## src/rtl/load_scoreboard_pkg.sv

```systemverilog
// rtl/load_scoreboard_pkg.sv - shared register-index constants for the load scoreboard
package load_scoreboard_pkg;

    // Register index width and the hardwired-zero register.
    localparam int              REG_W    = 5;
    localparam int              REG_NUM  = 1 << REG_W;
    localparam logic [REG_W-1:0] REG_ZERO = '0;

    // True when idx names a real, trackable register (not x0, below nregs).
    function automatic logic reg_tracked(input logic [REG_W-1:0] idx, input int nregs);
        return (idx != REG_ZERO) && (int'(idx) < nregs);
    endfunction

endpackage

```

## src/rtl/scoreboard_counter.sv

```systemverilog
// rtl/scoreboard_counter.sv - clipped up/down in-flight load counter for one register
//
// Ports:
//   clk, reset      clock, synchronous active-high reset
//   inc             +1 this cycle (load issued to this register)
//   dec_a, dec_b    -1 each this cycle (load completed / load killed)
//   count           current count
//   nonzero         count != 0
//   is_max          count == 2^CNT_W-1
module scoreboard_counter #(
    parameter int CNT_W = 2
) (
    input  logic             clk,
    input  logic             reset,
    input  logic             inc,
    input  logic             dec_a,
    input  logic             dec_b,
    output logic [CNT_W-1:0] count,
    output logic             nonzero,
    output logic             is_max
);

    localparam logic [CNT_W:0] MAX_W = (CNT_W+1)'((1 << CNT_W) - 1);

    logic [CNT_W-1:0] cnt_q, cnt_d;
    logic [CNT_W:0]   up, down, diff;

    // Net change is computed one bit wider so +1 on a full counter and
    // -1 on an empty one are both visible before clipping.
    always_comb begin
        up    = {1'b0, cnt_q} + (CNT_W+1)'(inc);
        down  = (CNT_W+1)'(dec_a) + (CNT_W+1)'(dec_b);
        diff  = up - down;
        cnt_d = cnt_q;
        if (up < down) begin
            // Decrement of an empty counter: protocol error, hold at zero.
            cnt_d = '0;
        end else if (diff > MAX_W) begin
            cnt_d = MAX_W[CNT_W-1:0];
        end else begin
            cnt_d = diff[CNT_W-1:0];
        end
    end

    always_ff @(posedge clk) begin
        if (reset) begin
            cnt_q <= '0;
        end else begin
            cnt_q <= cnt_d;
        end
    end

    assign count   = cnt_q;
    assign nonzero = (cnt_q != '0);
    assign is_max  = (cnt_q == MAX_W[CNT_W-1:0]);

endmodule

```

## src/rtl/load_scoreboard.sv

```systemverilog
// rtl/load_scoreboard.sv - decode stall generator tracking in-flight loads per register
//
// Ports:
//   clk, reset                    clock, synchronous active-high reset
//   de_valid, de_is_load, de_rd   decode instruction, load flag, destination
//   de_rs1/de_rs2 (+ _used)       decode sources and whether they are read
//   ld_done, ld_done_rd           load result available in MEM this cycle
//   kill, kill_rd                 in-flight load squashed this cycle
//   de_stall                      hold decode
//   de_fire                       decode instruction issues (de_valid & ~de_stall)
//   stall_cycles, sat_stalls      only with LOAD_SCOREBOARD_STATS_EN defined
//
// Optional feature macro: LOAD_SCOREBOARD_STATS_EN
module load_scoreboard
    import load_scoreboard_pkg::*;
#(
    parameter int CNT_W = 2,
    parameter int NREGS = 32
) (
    input  logic             clk,
    input  logic             reset,
    input  logic             de_valid,
    input  logic             de_is_load,
    input  logic [REG_W-1:0] de_rd,
    input  logic [REG_W-1:0] de_rs1,
    input  logic [REG_W-1:0] de_rs2,
    input  logic             de_rs1_used,
    input  logic             de_rs2_used,
    input  logic             ld_done,
    input  logic [REG_W-1:0] ld_done_rd,
    input  logic             kill,
    input  logic [REG_W-1:0] kill_rd,
    output logic             de_stall,
    output logic             de_fire
`ifdef LOAD_SCOREBOARD_STATS_EN
    ,
    output logic [31:0]      stall_cycles,
    output logic [15:0]      sat_stalls
`endif
);

    logic [CNT_W-1:0] cnt_arr [REG_NUM];
    logic [REG_NUM-1:0] nz_vec;
    logic [REG_NUM-1:0] max_vec;

    logic inc_en, done_en, kill_en;
    logic rs1_haz, rs2_haz, sat_haz;

    // Counter events; x0 and untracked indices never generate events.
    assign inc_en  = de_fire && de_is_load && reg_tracked(de_rd, NREGS);
    assign done_en = ld_done && reg_tracked(ld_done_rd, NREGS);
    assign kill_en = kill && reg_tracked(kill_rd, NREGS);

    for (genvar r = 0; r < REG_NUM; r++) begin : g_reg
        if (r == 0 || r >= NREGS) begin : g_none
            assign cnt_arr[r] = '0;
            assign nz_vec[r]  = 1'b0;
            assign max_vec[r] = 1'b0;
        end else begin : g_cnt
            scoreboard_counter #(
                .CNT_W (CNT_W)
            ) u_cnt (
                .clk     (clk),
                .reset   (reset),
                .inc     (inc_en  && (de_rd      == REG_W'(r))),
                .dec_a   (done_en && (ld_done_rd == REG_W'(r))),
                .dec_b   (kill_en && (kill_rd    == REG_W'(r))),
                .count   (cnt_arr[r]),
                .nonzero (nz_vec[r]),
                .is_max  (max_vec[r])
            );
        end
    end

    // A sole outstanding load completing this cycle is forwarded from MEM,
    // so it does not hold decode; that is what makes release zero-latency.
    always_comb begin
        rs1_haz = de_rs1_used && (de_rs1 != REG_ZERO) && nz_vec[de_rs1]
                  && !((cnt_arr[de_rs1] == CNT_W'(1)) && ld_done && (ld_done_rd == de_rs1));
        rs2_haz = de_rs2_used && (de_rs2 != REG_ZERO) && nz_vec[de_rs2]
                  && !((cnt_arr[de_rs2] == CNT_W'(1)) && ld_done && (ld_done_rd == de_rs2));
        sat_haz = de_is_load && (de_rd != REG_ZERO) && max_vec[de_rd]
                  && !((ld_done && (ld_done_rd == de_rd)) || (kill && (kill_rd == de_rd)));
    end

    assign de_stall = de_valid && (rs1_haz || rs2_haz || sat_haz);
    assign de_fire  = de_valid && !de_stall;

`ifdef LOAD_SCOREBOARD_STATS_EN
    logic [31:0] stall_cycles_q, stall_cycles_d;
    logic [15:0] sat_stalls_q, sat_stalls_d;

    always_comb begin
        stall_cycles_d = stall_cycles_q;
        sat_stalls_d   = sat_stalls_q;
        if (de_valid && de_stall) begin
            stall_cycles_d = stall_cycles_q + 32'd1;
        end
        if (de_valid && sat_haz && !rs1_haz && !rs2_haz) begin
            sat_stalls_d = sat_stalls_q + 16'd1;
        end
    end

    always_ff @(posedge clk) begin
        if (reset) begin
            stall_cycles_q <= '0;
            sat_stalls_q   <= '0;
        end else begin
            stall_cycles_q <= stall_cycles_d;
            sat_stalls_q   <= sat_stalls_d;
        end
    end

    assign stall_cycles = stall_cycles_q;
    assign sat_stalls   = sat_stalls_q;
`endif

endmodule

```

## config.mk

```make
export PLATFORM = sky130hd
export DESIGN_NAME = load_scoreboard
export DESIGN_NICKNAME = d
export VERILOG_FILES = /design/src/rtl/load_scoreboard_pkg.sv /design/src/rtl/scoreboard_counter.sv /design/src/rtl/load_scoreboard.sv
export SDC_FILE = /design/constraint.sdc
export NUM_CORES = 1
export LEC_CHECK = 0
export ABC_AREA = 1
export CAP_MARGIN = 20
export CELL_PAD_IN_SITES_DETAIL_PLACEMENT = 1
export CELL_PAD_IN_SITES_GLOBAL_PLACEMENT = 1
export CORE_ASPECT_RATIO = 1.4
export CORE_MARGIN = 5
export CORE_UTILIZATION = 47
export CTS_BUF_LIST = sky130_fd_sc_hd__clkbuf_2
export DETAILED_ROUTE_END_ITERATION = 12
export GPL_TIMING_DRIVEN = 1
export PLACE_DENSITY_LB_ADDON = 0.1
export SETUP_SLACK_MARGIN = 0.02
export SYNTH_ARGS = -nofsm -noshare
export SYNTH_HDL_FRONTEND = slang
export SYNTH_SLANG_ARGS = --single-unit
```

## constraint.sdc

```tcl
create_clock -name clk -period 4.3 [get_ports clk]
set_clock_uncertainty 0.1 [all_clocks]
set_input_delay 0.43 -clock clk [delete_from_list [all_inputs] [get_ports clk]]
set_output_delay 0.43 -clock clk [all_outputs]
set_load 0.005 [all_outputs]
```

Word level (Yosys, flattened, before mapping). Index checks and enable logic that the tools add are counted.

Add/sub/neg operators: 93. Magnitude comparators: 67. Equality and inequality tests: 130. Muxes and demuxes: 43. Bitwise gates (word level): 2. Reductions and logical operators: 188.

Operator list (count): == test 5 bit (second input constant) (48); == test 5 x 4 -> 1 bit (second input constant) (24); logical AND 1 bit (114); adder 2 x 1 -> 3 bit (31); > comparator 3 x 2 -> 1 bit (second input constant) (31); < comparator 3 bit (31); subtractor 3 bit (31); 2-to-1 mux 2 bit (35); adder 1 x 1 -> 2 bit (31); == test 2 bit (second input constant) (31); nonzero test 2 bit (31); OR reduction 2 bit (31); == test 5 x 3 -> 1 bit (second input constant) (12); == test 5 x 2 -> 1 bit (second input constant) (6); nonzero test 5 bit (5); binary-select mux 2 bit (select 5 bit) (2); == test 5 bit (4); < comparator 5 x 6 -> 1 bit (second input constant) (3); binary-select mux 1 bit (select 5 bit) (3); == test 5 x 1 -> 1 bit (second input constant) (3); greater-or-equal comparator 6 bit (second input constant) (2); inverter 5 -> 6 bit (2); == test 2 x 1 -> 1 bit (second input constant) (2); zero test 1 bit (4); other kinds (2) (6).

Register bits: 62. Bits of input ports: 33. Output and inout bits: 2.

Logic depth before layout (Yosys ltp).
Word-level depth: 21. Depth in mapped cells: 22.

Hierarchy. Synthesis repeated with hierarchy kept, for this count alone.

Cell total of the unflattened synthesis: 1695. Area total of the unflattened synthesis: 10119.7 µm².

By module, submodules not included: scoreboard_counter (instances 31, cells an instance 32, area each 222.7 µm²); load_scoreboard (instances 1, cells an instance 703, area each 3215.6 µm²).

Least setup slack after synthesis. Ideal clock, no wire load.

Path kind: input -> register. Start: input de_rs2[0]. End: register g_reg[14].g_cnt.u_cnt.cnt_q[0]. Setup time: 121 ps. Arrival time: 2993 ps. Data required time: 4079 ps. Setup slack: 1086 ps. Stages: 20. Cells stage by stage: buf_2 > clkbuf_1 > o21ai_0 > nand3_1 > nand2_1 > nor2_1 > nor2_1 > nor2_1 > nor2_1 > nor2_1 > nor2_4 > nand4_4 > buf_6 > nor2_2 > ha_1 > ha_1 > inv_1 > fa_1 > xnor2_1 > a21oi_1.

Longest elaborated chain between the ends: 21. Elaborated cells between the ends (all ways): 29. Classes of those cells: 2 x add/sub; 2 x order compare; 2 x eq/ne; 6 x mux; 1 x bitwise; 16 x reduce/logical.

RTL lines: start: declaration (RTL line load_scoreboard.sv:26) `input logic [REG_W-1:0] de_rs2,`; inverter 5 -> 6 bit (not written as such) (RTL line load_scoreboard.sv:81) `&& !((cnt_arr[de_rs2] == CNT_W'(1)) && ld_done && (ld_done_rd == de_rs2));`; binary-select mux 2 bit (select 5 bit) (RTL line load_scoreboard.sv:81); 2-to-1 mux 2 bit (not written as such) (2 in a row) (RTL line load_scoreboard.sv:81); == test 2 x 1 -> 1 bit (RTL line load_scoreboard.sv:81); logical AND 1 bit (2 in a row) (RTL line load_scoreboard.sv:81); zero test 1 bit (RTL line load_scoreboard.sv:81); logical AND 1 bit * (RTL line load_scoreboard.sv:81); logical OR 1 bit * (2 in a row) (RTL line load_scoreboard.sv:86) `assign de_stall = de_valid && (rs1_haz || rs2_haz || sat_haz);`; logical AND 1 bit * (RTL line load_scoreboard.sv:86); zero test 1 bit * (RTL line load_scoreboard.sv:87) `assign de_fire = de_valid && !de_stall;`; logical AND 1 bit * (RTL line load_scoreboard.sv:87); logical AND 1 bit * (2 in a row) (RTL line load_scoreboard.sv:50) `assign inc_en = de_fire && de_is_load && reg_tracked(de_rd, NREGS);`; logical AND 1 bit * (RTL line load_scoreboard.sv:65) `.inc (inc_en && (de_rd == REG_W'(r))),`; adder 2 x 1 -> 3 bit * (RTL line scoreboard_counter.sv:31) `up = {1'b0, cnt_q} + (CNT_W+1)'(inc);`; subtractor 3 bit (RTL line scoreboard_counter.sv:33) `diff = up - down;`; > comparator 3 x 2 -> 1 bit (RTL line scoreboard_counter.sv:38) `end else if (diff > MAX_W) begin`; 2-to-1 mux 2 bit (RTL line scoreboard_counter.sv:38); end signal: assignment (RTL line scoreboard_counter.sv:49) `cnt_q <= cnt_d;`; end: declaration (RTL line scoreboard_counter.sv:25) `logic [CNT_W-1:0] cnt_q, cnt_d;`.

Every way passes the cells marked *; elsewhere a longest branch is shown, timed or not. The select of a mux whose other input is x is not followed. A chain may end at the register's enable or synchronous reset.

Worst setup path after layout.
Start: input de_rd[0]. End: output de_stall.

Longest elaborated chain between the ends: 7. Elaborated cells between the ends (all ways): 14. Classes of those cells: 2 x eq/ne; 2 x mux; 10 x reduce/logical.

RTL lines: start: declaration (RTL line load_scoreboard.sv:24) `input logic [REG_W-1:0] de_rd,`; parallel branches: the longest is 4 deep, another holds binary-select mux 1 bit (select 5 bit); logical AND 1 bit * (RTL line load_scoreboard.sv:83) `&& !((ld_done && (ld_done_rd == de_rd)) || (kill && (kill_rd == de_rd)));`; logical OR 1 bit * (RTL line load_scoreboard.sv:86); logical AND 1 bit * (RTL line load_scoreboard.sv:86); end: declaration (RTL line load_scoreboard.sv:33) `output logic de_stall,`.

Every way passes the cells marked *. The select of a mux whose other input is x is not followed.

==> flow_summary.ini <==
[drt]
vias = 8980
route.detailed.drc = 0
drt-initial-drc-count = 578
avgRoutedWirePerCell_um = 20.3
drtAntennaViolNets = 0
routed_wl_um = 32200
via_per_inst = 5.67
first_pass_iters = 5

[timing]
min_period_ns = 3.72
rsz0062_at_grt = no
finalSetupViolations = 0
worst_pin_slew_ns = 0.796
slew_headroom = 0.469
drv_slew = 0
setup-tns-final_ns = 0
setup_ws_ns = 0.576
hold_violations = 0
post-route-period-util = 0.866
clock.fmax_mhz = 269

[setup_path]
startpoint_type = input pin
rrSetupSlack_ns = 0.72
critPathKind = input pin to output port
cp.arrival_ns = 3.19
rr_startpoint = g_reg[6].g_cnt.u_cnt.count[1]$_SDFF_PP0_
cp_max_fo = 7
crit_path_end_kind = output port
reg2reg_to = g_reg[31].g_cnt.u_cnt.count[0]$_SDFF_PP0_
rr_worst_depth = 18
crit_required_ns = 3.77

[floorplanning]
pin_count = 35
die_w_um = 126
initial_core_util = 0.474
dieArea_um2 = 21600
core.rowCount = 59
core_area_um2 = 18500
dieHeight_um = 172

[worst_hold_path]
hold_depth = 4
min_path_type = flip-flop to flip-flop
hold_end = g_reg[27].g_cnt.u_cnt.count[1]$_SDFF_PP0_
holdCritStartpoint = g_reg[27].g_cnt.u_cnt.count[1]$_SDFF_PP0_

[layout]
nets = 1555
multi_input_area_um2 = 6640
largest_reg_flops = 62
final_core_util = 0.528
drive_above_1_share = 0.0859
seqCellArea_um2 = 1240
area_delta_synth_final_pct = 11.3
fillers = 2501

[placed_design]
globalplace.congestion = 1.05
place_hpwl_um = 26900
port-buffer-count = 34
dpl_worst_slack_ns = -0.00593

[logic_synthesis]
synth_area_leaders = ha_1, dfxtp_1, fa_1, nand2_1, inv_1
yosysSeqAreaShare = 0.141
synth_top_area_cell = ha_1
yosys-top-cells-count = nand2_1, inv_1, nor2_1
synth_top_area_frac = 0.177
synth_edf_count = 0
synth.most_common_cell = nand2_1
dominantRegCellSynth = dfxtp_1
synth_cell_types = 34
syn_avg_cell_area_um2 = 6.87
netlist_area_um2 = 8790
ys_ff_latch = 62
synthArstFlopShare = 0
ys_warn_count = 0
syn_nets = 1498
syn_inst = 1279

[global_routing]
grtUsageTotal = 0.307
antenna_found_initial = 1
grt_pass1_vias = 9903
grt_start_max_net_pins = 32
grt_pass1_wl_um = 51600
grt_overflow = 0

[cts]
cts_max_level = 3
cts_hold_buf = 0
cts_tree = built
cts_buffers = 9
clk_latency_ns = 0.64
post-cts-setup-buffers = 0
cts_root_buffer = clkbuf_2
cts.path.max_buffers = 2
cts.clk_slew.worst_paths_ns = 0.21
clkSinkCount = 62
cts_resized = 0

[power_and_ir_drop]
leakagePower_nw = 4.44
total_power_mw = 1.65
vdd_drop_max_mv = 0.125
power_density_nw_per_um2 = 169

[outcome]
status = completed

[run]
maxCapViolations = 0
cell type report:
cell class / instances / area share
diodes: 1 / 0.000256
clock buffers: 10 / 0.00512
clock inverters: 4 / 0.00512
inverters: 188 / 0.0722
multi-input cells: 990 / 0.679
flip-flops and latches: 62 / 0.127
well taps: 244 / 0.0312
repair buffers: 85 / 0.0804
critical path: stages:
cell	delay, ns
clkdlybuf4s50_1	0.69
buf_4	0.22
nor2_4	0.05
buf_4	0.18
o21ai_0	0.10
nand4_1	0.12
nand2_1	0.10
nand2_1	0.06
nor2_1	0.18
nor2_1	0.07
nor2_1	0.21
nor2_4	0.07
nand2_1	0.11
nand2_1	0.07
inv_1	0.06
clkdlybuf4s50_1	0.49
layout by cell type (no fill, tap or decap), drive strengths merged, types with 10 or more instances in the layout:
cell,count
o31ai,31
a21oi,74
ha,124
o21ai,40
buf,51
xnor2,35
fa,62
clkdlybuf4s50,34
nand2,257
dfxtp,62
nand3,123
nor2,206
inv,184
clkbuf,10
stage by stage:
stage	cells	cell area [um2]	hold WS, ns
after floorplan	1279	8790	0.532
after global placement	1569	9680	0.659
after detailed placement	1569	9680	0.675
after CTS	1583	9780	0.703
after global routing	1584	9780	0.767
final	1584	9780	0.704
cells by family after synthesis:
family	count (synthesis)	synth area share
flip-flops	62	0.141
buffers and inverters	227	0.103
XOR/XNOR	38	0.0379
AND/OR/NAND/NOR	601	0.292
AO/OA/AOI/OAI	165	0.108
adder cells (fa/ha/maj)	186	0.318
worst max-delay path by stage:
stage | cells past startpoint | end | start
floorplan | 20 | g_reg[14].g_cnt.u_cnt.count[0]$_SDFF_PP0_ | de_rs2[0]
global placement | 20 | g_reg[25].g_cnt.u_cnt.count[1]$_SDFF_PP0_ | de_rd[1]
detailed placement | 21 | g_reg[31].g_cnt.u_cnt.count[0]$_SDFF_PP0_ | de_rd[0]
CTS | 16 | de_fire | de_rd[0]
global route | 20 | g_reg[7].g_cnt.u_cnt.count[0]$_SDFF_PP0_ | de_rd[1]
finish | 16 | de_stall | de_rd[0]
power breakdown:
group / switching, mW / leakage (nW) / internal [mW]
registers: 0.0360 / 0.503 / 0.604
logic: 0.385 / 3.87 / 0.221
clock network: 0.279 / 0.0599 / 0.129
routing by layer:
layer  global-route usage  part of all wire  vias to the layer above
li1                     -                 -                     4229
met1                0.348              0.40                     4363
met2                0.565              0.51                      286
met3               0.0426             0.052                      102
met4                0.151             0.046                        0
met5                    0                 0                        -
No activity file was read; power rests on OpenSTA's default activity.
